===== src/rtl/fetch_unit.sv =====
// rtl/fetch_unit.sv - instruction fetch stage: PC register, fetch register, fetch counter.
// Optional misaligned-redirect trap enabled by defining FETCH_MISALIGN_TRAP_EN.
module fetch_unit #(
  parameter logic [31:0] RESET_PC = 32'h0000_0000
) (
  input  logic        clk,
  input  logic        reset,
  input  logic        stall,
  input  logic        redirect,
  input  logic [31:0] redirect_target,
  output logic [31:0] imem_addr,
  input  logic [31:0] imem_data,
  output logic [31:0] if_instr,
  output logic [31:0] if_pc,
  output logic        if_valid,
  output logic [31:0] fetch_count,
  output logic        misalign_fault
);

  typedef enum logic {RUN = 1'b0, FAULT = 1'b1} state_t;

  state_t      state_q, state_d;
  logic [31:0] pc_q, pc_d;
  logic [31:0] if_instr_q, if_instr_d;
  logic [31:0] if_pc_q, if_pc_d;
  logic        if_valid_q, if_valid_d;
  logic [31:0] fetch_count_q, fetch_count_d;
  logic        misalign_fault_q, misalign_fault_d;
  logic        trap;

`ifdef FETCH_MISALIGN_TRAP_EN
  assign trap = redirect && (redirect_target[1:0] != 2'b00);
`else
  assign trap = 1'b0;
`endif

  always_comb begin
    state_d          = state_q;
    pc_d             = pc_q;
    if_instr_d       = if_instr_q;
    if_pc_d          = if_pc_q;
    if_valid_d       = if_valid_q;
    fetch_count_d    = fetch_count_q;
    misalign_fault_d = misalign_fault_q;
    if (state_q == FAULT) begin
      if_valid_d = 1'b0;
    end else if (trap) begin
      state_d          = FAULT;
      misalign_fault_d = 1'b1;
      if_valid_d       = 1'b0;
    end else if (redirect) begin
      // Redirect wins over stall; the slot being fetched is squashed.
      pc_d       = {redirect_target[31:2], 2'b00};
      if_instr_d = 32'h0000_0000;
      if_pc_d    = pc_q;
      if_valid_d = 1'b0;
    end else if (!stall) begin
      pc_d          = pc_q + 32'd4;
      if_instr_d    = imem_data;
      if_pc_d       = pc_q;
      if_valid_d    = 1'b1;
      fetch_count_d = fetch_count_q + 32'd1;
    end
  end

  always_ff @(posedge clk) begin
    if (reset) begin
      state_q          <= RUN;
      pc_q             <= RESET_PC;
      if_instr_q       <= 32'h0000_0000;
      if_pc_q          <= 32'h0000_0000;
      if_valid_q       <= 1'b0;
      fetch_count_q    <= 32'h0000_0000;
      misalign_fault_q <= 1'b0;
    end else begin
      state_q          <= state_d;
      pc_q             <= pc_d;
      if_instr_q       <= if_instr_d;
      if_pc_q          <= if_pc_d;
      if_valid_q       <= if_valid_d;
      fetch_count_q    <= fetch_count_d;
      misalign_fault_q <= misalign_fault_d;
    end
  end

  assign imem_addr      = pc_q;
  assign if_instr       = if_instr_q;
  assign if_pc          = if_pc_q;
  assign if_valid       = if_valid_q;
  assign fetch_count    = fetch_count_q;
  assign misalign_fault = misalign_fault_q;

endmodule


===== config.mk =====
export PLATFORM = sky130hd
export DESIGN_NAME = fetch_unit
export DESIGN_NICKNAME = d
export VERILOG_FILES = /design/src/rtl/fetch_unit.sv
export SDC_FILE = /design/constraint.sdc
export NUM_CORES = 1
export LEC_CHECK = 0
export CORE_MARGIN = 5
export CORE_UTILIZATION = 40
export DETAILED_ROUTE_END_ITERATION = 12
export PLACE_DENSITY = 0.72
export SYNTH_ARGS = -nofsm -noshare
export SYNTH_HDL_FRONTEND = slang
export SYNTH_SLANG_ARGS = --single-unit

===== constraint.sdc =====
create_clock -name clk -period 2.95 [get_ports clk]
set_clock_uncertainty 0.05 [all_clocks]
set_input_delay 0.59 -clock clk [delete_from_list [all_inputs] [get_ports clk]]
set_output_delay 0.59 -clock clk [all_outputs]
set_load 0.01 [all_outputs]

Word-level counts from Yosys, hierarchy flattened:

Index checks and enable logic that the tools add are counted.

* add/sub/neg operators: 2
* equal/unequal tests: 1
* muxes and demuxes: 7
* bitwise gates (word level): 3
* reduce and logical (&&, ||, !) cells: 3

Operators with widths (number)
* 32-bit 2-to-1 mux: 6
* 32-bit by 1-bit adder with 32-bit output (second input constant): 1
* 32-bit by 3-bit adder with 32-bit output (second input constant): 1
* 1-bit NOT: 3
* 3-bit AND reduction: 1
* 3-bit OR reduction: 1
* 2-bit by 1-bit inequality test with 1-bit output (second input constant): 1
* 2-bit AND reduction: 1
* 1-bit 2-to-1 mux: 1

* output and inout bits: 130
* logic and storage cells: 22
* register bits: 130
* input bits: 68

Logic depth before layout (Yosys ltp):

Gate-level depths: netlist (run 1).

* depth in word-level cells: 3
* gate-level depth with buffers: 7
* depth with buffers taken out: 5

Worst setup path before layout (run 1):

OpenSTA, ideal clock, no wires.

* path kind: input -> register
* start point: input port redirect
* end point: register fetch_count_q[15], in the netlist fetch_count[15]
* data arrival time: 2.223 ns
* required time: 2.830 ns
* path buffers: 3
* setup time: 0.070 ns
* setup slack: 0.607 ns
* cell stages on the path: 7
* path through: buf_6 or3b_1 buf_2 or4_1 buf_2 or3_1 a21oi_1

* longest elaborated chain between the ends: 2

Ends and longest elaborated chain
* from (decl): RTL line 9 `input logic redirect,`
* 1-bit NOT (no line)
* 3-bit AND reduction (no line)
* to (signal assigned): RTL line 81 `fetch_count_q <= fetch_count_d;`
* to (decl): RTL line 27 `logic [31:0] fetch_count_q, fetch_count_d;`

No other way between the ends.
A chain may end at the register's enable or synchronous reset.

Worst setup path after layout (run 1):

* start point: input port redirect
* end point: register fetch_count_q[11], in the netlist fetch_count[11]

Same word-level chain as after synthesis.

==> results_dict.tcl, run 1 <==
set metrics [dict create \
    worstPathMaxFanout 8 \
    synth-main-ff-cell "dfxtp_1" \
    vdd_drop_max_mv 0.3556 \
    slew_viol_final 0 \
    holdWs_ps 398.2 \
    cts.path.max_buffers 2 \
    core_mm2 0.01388 \
    cts_hold_buf 0 \
    regArea_mm2 0.002502 \
    dieWidth_um 129.0 \
    cts_tree "yes" \
    dieArea_mm2 0.01665 \
    grt_max_degree 66 \
    ys_seq_elements 125 \
    via_per_inst 5.463 \
    die_y_um 129.0 \
    rsz0062_at_grt "no" \
    nNetsFinal 931 \
    relSlewSlack_pct 12.54 \
    min_period_ps 2292 \
    root_buffer "clkbuf_16" \
    netlist_instances 681 \
    cp_cell_sequence "clkdlybuf4s50_1, or3b_1, or4_1, or3_1, a21oi_1" \
    final_common_cell "clkdlybuf4s50_1" \
    p_leak_nw 2.960 \
    h-tree-depth 4 \
    rows 43 \
    gp_congestion 0.8858 \
    drv_cap 0 \
    hold_viol 0 \
    path_class "in2reg" \
    hp-class "reg2reg" \
    drc 0 \
    grt_pass1_vias 5587 \
    area_growth_pct 46.19 \
    grt-ovfl-total 0 \
    cts_num_sinks 125 \
    yosysWarningCount 0 \
    synthesis.area_per_instance_um2 8.321 \
    period_share_pct 77.70 \
    netlist_area_mm2 0.005667 \
    fin_setup_tns_ps 0 \
    fill_cells 1237 \
    dr.pass1.iters 6 \
    powerDensity_mw_per_mm2 517.1 \
    critical_path.top_delay_family "simple AND/OR/NAND/NOR gates" \
    antenna_found_initial 0 \
    finalWirelength_um 17150 \
    dp_hpwl_um 12460 \
    cp_num_buf_inv 1 \
    cpPeakStageDelay_ps 650 \
    yosysSeqAreaShare_pct 44.16 \
    post_cts_buffers 0 \
    drt_iter0_drc 431 \
    final-setup-viol-count 0 \
    vias 5758 \
    cp-start-kind "input port" \
    worst_pin_slew_ps 1306 \
    clk_latency_ps 410 \
    status "completed" \
    ant_nets 0 \
    required_ps 3240 \
    grt_pass1_wl_um 27610 \
    cpMaxStageDelayCell "or4_1" \
    endpoint_kind "flop" \
    multi_input_area_mm2 0.002902 \
    layout_common_cells "clkdlybuf4s50_1 (188), dfxtp_1 (125), nand2_1 (100)" \
    diodes 0 \
    ys_types 54 \
    cts-resized-gates 0 \
    wl_per_cell_um 16.27 \
    clock.fmax_mhz 436.3 \
    synth_edf_count 0 \
    worstPathArrival_ps 2580 \
    path_clk_slew_ps 60 \
    track_usage_pct 20.48 \
    drive_gt1_share_pct 7.208 \
    ys_async_sr_fraction_pct 0 \
    numCtsBuffers 17 \
    start_util_pct 40.82 \
    io_pins 198 \
    port_buffers 190 \
]
## registers in the layout, summed over array words and instances (netlist names)
name / flops
if_valid: 1
fetch_count: 32
if_pc: 30
imem_addr: 30
if_instr: 32
## through the flow
| stage | total power, W | setup slack [ps] | utilization, % | area (um^2) | std cells |
|---|---|---|---|---|---|
| 6_report | 0.004284 | 657.9 | 59.68 | 8284 | 1054 |
| 5_1_grt | 0.004447 | 492.0 | 59.68 | 8284 | 1054 |
| 4_1_cts | 0.004326 | 670.9 | 59.68 | 8284 | 1054 |
| 3_5_place_dp | 0.002335 | 242.8 | 55.55 | 7711 | 1022 |
| 3_3_place_gp | 0.002323 | 306.2 | 55.55 | 7711 | 1022 |
| 2_1_floorplan | 0.002061 | 606.7 | - | 5682 | 685 |
## power by group
part	leakage [nW]	internal [W]	switching (W)	total, W
registers	1.02	0.00175	0.0000732	0.00183
clock network	0.274	0.00124	0.000745	0.00199
logic	1.67	0.000261	0.000209	0.000470
## synthesized netlist by cell type (all sizes together), types with 2 or more instances
cell type | instances | area share (%)
dfxtp | 125 | 44
nand2 | 100 | 6.6
nor2 | 72 | 4.8
a21oi | 58 | 5.1
mux2i | 33 | 5.8
clkbuf | 32 | 2.1
nand4 | 26 | 2.9
nand3 | 23 | 2.0
buf | 18 | 1.8
inv | 16 | 1.1
o21ai | 14 | 1.2
or3 | 13 | 1.4
xnor2 | 12 | 1.9
or4 | 11 | 1.5
nor2b | 10 | 1.1
nor4 | 10 | 1.2
a311oi | 9 | 1.4
nor3 | 9 | 0.79
o31ai | 8 | 1.1
a2111oi | 7 | 1.1
and3 | 7 | 0.77
and4 | 7 | 1.1
xor2 | 7 | 1.1
a211oi | 6 | 0.79
mux2 | 5 | 0.99
and2 | 4 | 0.44
nand3b | 4 | 0.53
nand4b | 3 | 0.46
o31a | 3 | 0.46
or2 | 3 | 0.33
and3b | 2 | 0.31
ha | 2 | 0.44
nor3b | 2 | 0.26
nor4b | 2 | 0.31
nor4bb | 2 | 0.35
o211ai | 2 | 0.26
o21a | 2 | 0.26
## cell type report
cell class                 count  area share (%)
multi-input combinational    494           35.02
tap                          180           2.719
sequential                   125           30.21
inverter                      16          0.7250
clock inverter                10           1.072
timing repair buffer         207           24.41
clock buffer                  22           5.845
## final timing paths
| check | slack (ps) | startpoint | endpoint | depth (start not counted) |
|---|---|---|---|---|
| worst max-delay path | 660 | redirect | fetch_count[11]$_SDFFE_PP0P_ | 5 |
| worst min-delay path | 400 | if_pc[24]$_SDFFE_PP0N_ | if_pc[24]$_SDFFE_PP0N_ | 2 |
| worst max register to register | 690 | imem_addr[2]$_SDFFE_PP0N_ | imem_addr[26]$_SDFFE_PP0N_ | 5 |
| worst min register to register | 400 | if_pc[24]$_SDFFE_PP0N_ | if_pc[24]$_SDFFE_PP0N_ | 2 |
## cell families after synthesis
kind of cell             count (synthesis)  share of synthesized area [%]
multiplexers                            38                          6.823
AND/OR/NAND/NOR                        314                          27.91
XOR/XNOR                                19                          2.937
flip-flops                             125                          44.16
adder cells (fa/ha/maj)                  2                         0.4415
AO/OA/AOI/OAI                          116                          12.72
buffers and inverters                   66                          4.946
other                                    1                        0.06618
## per-layer routing
metal / vias to the layer above / track usage [%] / routed length, um
li1: 2779 / - / -
met4: 0 / 7.165 / 296
met1: 2719 / 24.17 / 6797
met5: - / 0 / 0
met3: 25 / 8.285 / 1865
met2: 235 / 33.81 / 8192
## worst reg2reg max path, stage by stage (launching register included)
cell	delay [ps]
dfxtp_1	460
ha_1	320
nor2b_1	470
nand4_1	180
or2_2	300
a2111oi_0	370
No activity file was read; power rests on OpenSTA's default activity.
==> run 2, diff against run 1 <==
clock period = 2.3 ns   (was 2.95 ns; I/O delays follow)
==> run 2 against run 1 <==
  * Largest power group unchanged
  * Clock-buffer cell count decreased by 5
  * Critical path depth unchanged
  * Sequential power increased by 27%
  * Power increased by 27%
  * Non-clock buffer count increased by 31
  * Global-route usage increased by 0.48 points
==> results_dict.tcl, run 2 (same netlist as run 1, synthesis figures left out) <==
set metrics [dict create \
    period_share_pct 91.84 \
    busiest_layer "met2" \
    hold-path-cell-count 2 \
    h-tree-depth 4 \
    vias 5821 \
    grt_pass1_wl_um 28260 \
    area_growth_pct 50.59 \
    hp-class "reg2reg" \
    clk_latency_ps 410 \
    core_mm2 0.01388 \
    hold_end "if_pc[14]$_SDFFE_PP0N_" \
    nNetsFinal 962 \
    final_util_pct 61.47 \
    start_util_pct 40.82 \
    endpoint_kind "flop" \
    rsz0062_at_grt "no" \
    drv_cap 0 \
    path_class "in2reg" \
    final-setup-viol-count 0 \
    dp_hpwl_um 12730 \
    path_clk_slew_ps 50 \
    p_leak_nw 3.124 \
    grt-ovfl-total 0 \
    met1_usage_pct 25.77 \
    gp_congestion 0.8694 \
    rows 43 \
    cp_num_buf_inv 1 \
    cts_hold_buf 0 \
    final_common_cell "clkdlybuf4s50_1" \
    worst_pin_slew_ps 1294 \
    rr_endpoint "imem_addr[26]$_SDFFE_PP0N_" \
    vdd_drop_max_mv 0.3906 \
    layout_common_cells "clkdlybuf4s50_1 (188), dfxtp_1 (125), nand2_1 (100)" \
    drc 0 \
    status "completed" \
    antenna_found_initial 0 \
    required_ps 2590 \
    finalNonFillerCells 1085 \
    dieArea_mm2 0.01665 \
    stdcell_area_mm2 0.008533 \
    io_pins 198 \
    grt_max_degree 47 \
    placed_cells 1053 \
    dieWidth_um 129.0 \
    cpPeakStageDelay_ps 620 \
    powerDensity_mw_per_mm2 639.2 \
    cpMaxStageDelayCell "or4_1" \
    dpl_cell_area_mm2 0.007981 \
    met3_usage_pct 8.079 \
    die_y_um 129.0 \
    slew_viol_final 0 \
    numCtsBuffers 17 \
    via_per_inst 5.365 \
    cts.path.max_buffers 2 \
    worstPathArrival_ps 2400 \
    diodes 0 \
    relSlewSlack_pct 13.37 \
    track_usage_pct 20.97 \
    hold_viol 0 \
    reg2reg_from "imem_addr[21]$_SDFFE_PP0N_" \
    worstPathMaxFanout 8 \
    pre_cts_ws_ps -215.4 \
    post_cts_buffers 0 \
    finalWirelength_um 17570 \
    cts-resized-gates 0 \
    r2r_slack_ps 260 \
    drive_gt1_share_pct 10.50 \
    min-delay-start "if_pc[14]$_SDFFE_PP0N_" \
    crit_cells 5 \
    grt_use_met2_pct 34.36 \
    critical_path.top_delay_family "simple AND/OR/NAND/NOR gates" \
    min_period_ps 2112 \
    cts_num_sinks 125 \
    grt_pass1_vias 5757 \
    reg2reg_depth 4 \
    drt_iter0_drc 400 \
    wl_per_cell_um 16.19 \
    clock.fmax_mhz 473.4 \
    finalWorstSetupSlack_ps 187.8 \
    cp-start-kind "input port" \
    cts_tree "yes" \
    port_buffers 190 \
    root_buffer "clkbuf_16" \
    ant_nets 0 \
    cp_cell_sequence "clkdlybuf4s50_1, or3b_1, or4_1, or3_1, a21oi_1" \
    dr.pass1.iters 5 \
]
==> run 2: metal layers <==
metal	up-vias	wire length [um]
li1	2847	-
met1	2727	7294
met2	227	8388
met3	20	1676
met4	0	211
met5	-	0
==> run 2: where the power goes <==
| part | switching (W) | internal, W | total, W | leakage (nW) |
|---|---|---|---|---|
| logic | 0.000304 | 0.000368 | 0.000673 | 1.84 |
| clock network | 0.000988 | 0.00148 | 0.00246 | 0.268 |
| registers | 0.0000683 | 0.00225 | 0.00232 | 1.02 |
==> run 2: worst register-to-register path: stages, from the launching register on <==
cell,delay [ps]
dfxtp_1,340
nand4_1,220
or4_4,640
or2_2,310
a2111oi_0,360
==> run 2: worst max path at each step <==
stage / slack, ps / start / endpoint
floorplan: 90 / redirect / fetch_count[15]$_SDFFE_PP0P_
global placement: -200 / redirect / fetch_count[15]$_SDFFE_PP0P_
detailed placement: -220 / redirect / fetch_count[13]$_SDFFE_PP0P_
CTS: 210 / redirect / fetch_count[13]$_SDFFE_PP0P_
global route: 100 / redirect / if_pc[27]$_SDFFE_PP0N_
finish: 190 / redirect / fetch_count[17]$_SDFFE_PP0P_
==> run 2: layout make-up <==
class | count | area, um^2
repair buffers | 238 | 2292
multi-input cells | 494 | 2902
inverters | 16 | 60.06
clock buffers | 17 | 425.4
flip-flops and latches | 125 | 2502
well taps | 180 | 225.2
clock inverters | 15 | 126.4
fillers | 1224 | 5348
==> run 2: through the flow <==
stage          setup TNS, ps  hold WS, ps  power (W)
6_report                   0        399.6   0.005455
5_1_grt                    0        416.6   0.005675
4_1_cts                    0        403.0   0.005500
3_5_place_dp           -6985        391.7   0.003037
3_3_place_gp           -5292        382.5   0.003020
2_1_floorplan              0        419.6   0.002643
